### config.mk
export PLATFORM = sky130hd
export DESIGN_NAME = pp_bank_scheduler
export DESIGN_NICKNAME = d
export VERILOG_FILES = /design/src/rtl/pp_bank_scheduler.sv
export SDC_FILE = /design/constraint.sdc
export NUM_CORES = 1
export LEC_CHECK = 0
export BUFFER_PORTS_ARGS = -buffer_cell sky130_fd_sc_hd__buf_4
export CORE_MARGIN = 10
export CORE_UTILIZATION = 45
export CTS_CLUSTER_SIZE = 25
export DETAILED_ROUTE_END_ITERATION = 16
export PLACE_DENSITY = 0.71
export SETUP_SLACK_MARGIN = 0.2
export SLEW_MARGIN = 0
export SYNTH_ARGS = -nofsm -noshare
export SYNTH_HDL_FRONTEND = slang
export SYNTH_SLANG_ARGS = --single-unit
### constraint.sdc
create_clock -name clk -period 1.4 [get_ports clk]
set_clock_uncertainty 0.1 [all_clocks]
set_input_delay 0.21 -clock clk [delete_from_list [all_inputs] [get_ports clk]]
set_output_delay 0.21 -clock clk [all_outputs]
set_load 0.005 [all_outputs]
### src/rtl/pp_bank_scheduler.sv
// pp_bank_scheduler: ping-pong bank scheduler between a streaming writer and
// a multi-pass matmul reader. Each of two banks cycles EMPTY -> FILL -> FULL
// -> READ -> EMPTY. The writer fills wr_bank with DEPTH beats, and then the
// writer moves to the other bank. The reader claims a FULL rd_bank and runs
// RD_PASSES passes over it. Each pass ends on a rising edge of acc_done. After
// the last pass the reader releases the bank.
//
// Parameters:
//   ADDR_WIDTH  width of the per-bank write address
//   DEPTH       number of words in one bank fill (2 .. 2**ADDR_WIDTH)
//   RD_PASSES   number of matmul passes read from a bank before it is released
//
// Ports:
//   clk, rst_n     clock (rising edge) and asynchronous active-low reset
//   in_valid       producer offers one write beat
//   in_ready       the current write bank can accept a beat
//   wr_en          a beat is accepted this cycle
//   wr_bank        bank that receives writes
//   wr_addr        address of the current beat in wr_bank
//   acc_done       accumulator-done level; a rising edge ends one pass
//   rd_bank        bank owned by the reader
//   rd_active      the reader is draining rd_bank
//   enable_matmul  one-cycle pulse that starts a pass
//   bank_full      bit b is set while bank b holds complete data (unread or being read)
//   stall_cnt      only with PP_SCHED_PERF_EN defined: saturating 16-bit count
//                  of cycles with in_valid high and in_ready low
module pp_bank_scheduler #(
  parameter int ADDR_WIDTH = 4,
  parameter int DEPTH      = 8,
  parameter int RD_PASSES  = 2
) (
  input  logic                  clk,
  input  logic                  rst_n,
  input  logic                  in_valid,
  output logic                  in_ready,
  output logic                  wr_en,
  output logic                  wr_bank,
  output logic [ADDR_WIDTH-1:0] wr_addr,
  input  logic                  acc_done,
  output logic                  rd_bank,
  output logic                  rd_active,
  output logic                  enable_matmul,
`ifdef PP_SCHED_PERF_EN
  output logic [15:0]           stall_cnt,
`endif
  output logic [1:0]            bank_full
);

  localparam logic [1:0] S_EMPTY = 2'd0;
  localparam logic [1:0] S_FILL  = 2'd1;
  localparam logic [1:0] S_FULL  = 2'd2;
  localparam logic [1:0] S_READ  = 2'd3;

  localparam int PW = (RD_PASSES > 1) ? $clog2(RD_PASSES) : 1;

  logic [1:0]    state [2];
  logic [PW-1:0] pass_cnt;
  logic          acc_d;
  logic          acc_rise;
  logic          last_beat;
  logic          last_pass;

  assign in_ready  = (state[wr_bank] == S_EMPTY) || (state[wr_bank] == S_FILL);
  assign wr_en     = in_valid & in_ready;
  assign acc_rise  = acc_done & ~acc_d;
  assign last_beat = (wr_addr == ADDR_WIDTH'(DEPTH - 1));
  assign last_pass = (pass_cnt == PW'(RD_PASSES - 1));

  // A bank counts as full from the cycle after its last beat until the cycle after it is released.
  assign bank_full[0] = (state[0] == S_FULL) || (state[0] == S_READ);
  assign bank_full[1] = (state[1] == S_FULL) || (state[1] == S_READ);

  // The writer only touches state[wr_bank] when that bank is EMPTY or FILL.
  // The reader only touches state[rd_bank] when that bank is FULL or READ.
  // So the two updates can never target the same bank in one cycle.
  always_ff @(posedge clk or negedge rst_n) begin
    if (!rst_n) begin
      state[0]      <= S_EMPTY;
      state[1]      <= S_EMPTY;
      wr_bank       <= 1'b0;
      wr_addr       <= '0;
      rd_bank       <= 1'b0;
      rd_active     <= 1'b0;
      enable_matmul <= 1'b0;
      pass_cnt      <= '0;
      acc_d         <= 1'b0;
    end else begin
      acc_d         <= acc_done;
      enable_matmul <= 1'b0;

      if (wr_en) begin
        if (last_beat) begin
          state[wr_bank] <= S_FULL;
          wr_addr        <= '0;
          wr_bank        <= ~wr_bank;
        end else begin
          state[wr_bank] <= S_FILL;
          wr_addr        <= wr_addr + 1'b1;
        end
      end

      if (!rd_active) begin
        if (state[rd_bank] == S_FULL) begin
          state[rd_bank] <= S_READ;
          rd_active      <= 1'b1;
          enable_matmul  <= 1'b1;
          pass_cnt       <= '0;
        end
      end else if (acc_rise) begin
        if (last_pass) begin
          state[rd_bank] <= S_EMPTY;
          rd_active      <= 1'b0;
          rd_bank        <= ~rd_bank;
          pass_cnt       <= '0;
        end else begin
          pass_cnt      <= pass_cnt + 1'b1;
          enable_matmul <= 1'b1;
        end
      end
    end
  end

`ifdef PP_SCHED_PERF_EN
  always_ff @(posedge clk or negedge rst_n) begin
    if (!rst_n) begin
      stall_cnt <= '0;
    end else if (in_valid && !in_ready && (stall_cnt != '1)) begin
      stall_cnt <= stall_cnt + 16'd1;
    end
  end
`endif

endmodule

==> run metrics <==
total grt overflow=0; I/O Pins=16; Min Clock Period, post-route=1525 ps; ANT cells=0; RSZ-0062 raised after global routing=yes; CTS buffer count=3; Setup violations, final=10; cell internal pwr=1.891 mW; Fmax=655.7 MHz; fin crit share=108.9%; Cells after Synth=62; nets@finish=112; final worst slack=-125.0 ps; fin cells=121; CTS tree=built; clock buffer depth=2; Yosys reg bits=14; CP Capture Type=primary output; Pwr per Cell Area=2414 mW/mm²; chip height=58.79 µm; Final Instance Area=0.001209 mm²; syn nets=67; layout cells sized above 1=66.98%; IO buf count=15; vias per cell=5.430; Area Growth Syn to Fin=78.56%; Synth area leader=dfrtp_1; antenna violation net count after detailed routing=0; crit-path max FO=3; DRT iter0 DRCs=13; largest net degree at the start of global routing=15; relative slew slack=80.81%; Avg Cell Area, Syn=10.92 µm²; critical path cell sequence=mux2i_4 -> nand2_2 -> inv_2 -> buf_6; crit path kind=register to primary output; RD Place Congestion=0.7095; Min Hold Slack=170.1 ps; register area share after synthesis=51.76%; die area=0.003456 mm²; Comb pwr share=60.1%; failing checks=setup timing; Post-Route WL=2.226 mm; clock sink count=14; sw frac=35.19%; Initial Util=49.54%; Vias=657; Ys Warns=0; Design Power=2.918 mW; Reg power frac=29.5%; dpl cell area=858.3 µm²; row count=13; Hold Vio Cnt, Final=0; max cap viols=0; drt wl/cell=18.40 µm; core area=0.001366 mm²; worst slew pin tran=287.8 ps; Worst VDD drop=1590 µV; clk slew on worst S/H paths=90 ps; Psw=1.027 mW; Synth top area share=51.76%; Hold Crit Class=primary input to register; most frequent cells in the layout=buf_4, buf_6, dfrtp_1, dfrtp_2, nor2_1; DRC=0; Slowest-stage cell, CP=dfrtp_2; Clk pwr share=10.4%; gr usage total=11.89%; delay of the slowest critical-path stage=410 ps; root buf cell=clkbuf_4; clk_lat worst skew=290 ps; Slew Viols, Final=0; antenna violations before repair=0; drt first pass iters=4; WP data arrival=1220 ps; die width=58.79 µm; status=finished, violations left; dpl hpwl=1.100 mm; leak pwr=0.5752 nW; dpl cells=93; Distinct cells, synth=32; pre-CTS setup slack=52.68 ps; CP Launch Type=register; commonest non-fill, non-tap cell in the layout=buf_4; Synth area leaders=dfrtp_1, mux2_2, nor2_1; htree depth=1; Crit path required time=1090 ps; global-route wire length before repair=3.187 mm; vias in the first global route=686; Post-Synthesis Cell Area=676.9 µm²
==> cell type report <==
class,instances,area [µm²]
Tap cell,15,18.77
Clock buffer,4,36.28
Multi-Input combinational cell,40,374.1
Timing Repair Buffer,44,406.6
Inverter,4,15.01
Sequential cell,14,357.8
Fill cell,56,157.7
==> routing by layer <==
metal | wire [µm] | vias up | GRT usage [%]
met5 | 0 | - | 0
met4 | 25 | 0 | 4.590
met3 | 115 | 3 | 4.077
met2 | 1128 | 19 | 19.22
met1 | 957 | 325 | 14.04
li1 | - | 310 | -
==> worst max-delay path, delay by kind of cell (launching register included) <==
family / cells / cell delay [ps]
DFF: 1 / 410
buffers and inverters: 2 / 140
muxes: 1 / 270
and+or+nand+nor: 1 / 100
==> power by group through the flow <==
stage,logic [mW],clock network [mW],registers [mW]
global route,1.87,0.334,0.884
floorplan,0.531,0,0.774
CTS,1.50,0.300,0.835
finish,1.75,0.304,0.862
global placement,0.923,0,0.799
detailed placement,0.942,0,0.806
==> metrics by stage <==
stage	utilization (%)	setup TNS, ps
2_1_floorplan	-	0
3_3_place_gp	62.82	0
3_5_place_dp	62.82	0
4_1_cts	82.88	-316.5
5_1_grt	88.46	-941.8
6_report	88.46	-584.0
==> worst paths after layout <==
check / start / end / slack (ps) / depth (start not counted)
setup / recovery: wr_bank$_DFFE_PN0P_ / wr_en / -130 / 4
hold / removal: in_valid / wr_addr[2]$_DFFE_PN0N_ / 170 / 3
setup reg to reg: wr_bank$_DFFE_PN0P_ / wr_addr[0]$_DFFE_PN0N_ / -130 / 5
hold reg to reg: wr_addr[2]$_DFFE_PN0N_ / wr_addr[2]$_DFFE_PN0N_ / 460 / 1
max in group asynchronous: rst_n / rd_bank$_DFFE_PN0P_ / 830 / 2
min in group asynchronous: rst_n / wr_bank$_DFFE_PN0P_ / 190 / 2
==> state kept, by name (all words and copies together), names as in the netlist <==
signal / cells
acc_d: 1
enable_matmul: 1
last_pass: 1
rd_active: 1
rd_bank: 1
state: 4
wr_addr: 4
wr_bank: 1
==> synthesized netlist by cell type (all sizes together) <==
cell     instances
nor3b            2
and3b            1
xnor2            1
buf              1
inv              4
a22o             2
mux2             3
a211o            1
mux2i            2
nand2            2
nor2b            1
or3b             1
nor2             6
a21oi            3
or4b             1
xor2             1
nand3            3
and4b            1
a2bb2oi          1
dfrtp           14
nand3b           2
a311oi           1
and3             1
nand4            1
o21ai            2
clkbuf           3
ha               1
==> cell families (layout without fill, tap and decap cells) <==
| kind of cell | after synthesis | after routing | synth area share [%] |
|---|---|---|---|
| buf+inv | 8 | 52 | 4.620 |
| compound gates | 10 | 10 | 10.91 |
| flops | 14 | 14 | 51.76 |
| simple gates | 22 | 22 | 19.78 |
| fa+ha+maj | 1 | 1 | 1.848 |
| xor+xnor | 2 | 2 | 2.588 |
| mux | 5 | 5 | 8.502 |
==> what timing repair did <==
| action | in CTS | in global routing |
|---|---|---|
| endpoints found under the hold margin | 15 | 0 |
| pin swaps | 9 | 6 |
| setup endpoints to repair | 21 | 22 |
| gates resized for setup | 29 | 6 |
| hold buffers | 2 | 0 |
| setup buffers | 15 | 7 |
(Power assumes the default switching activity.)
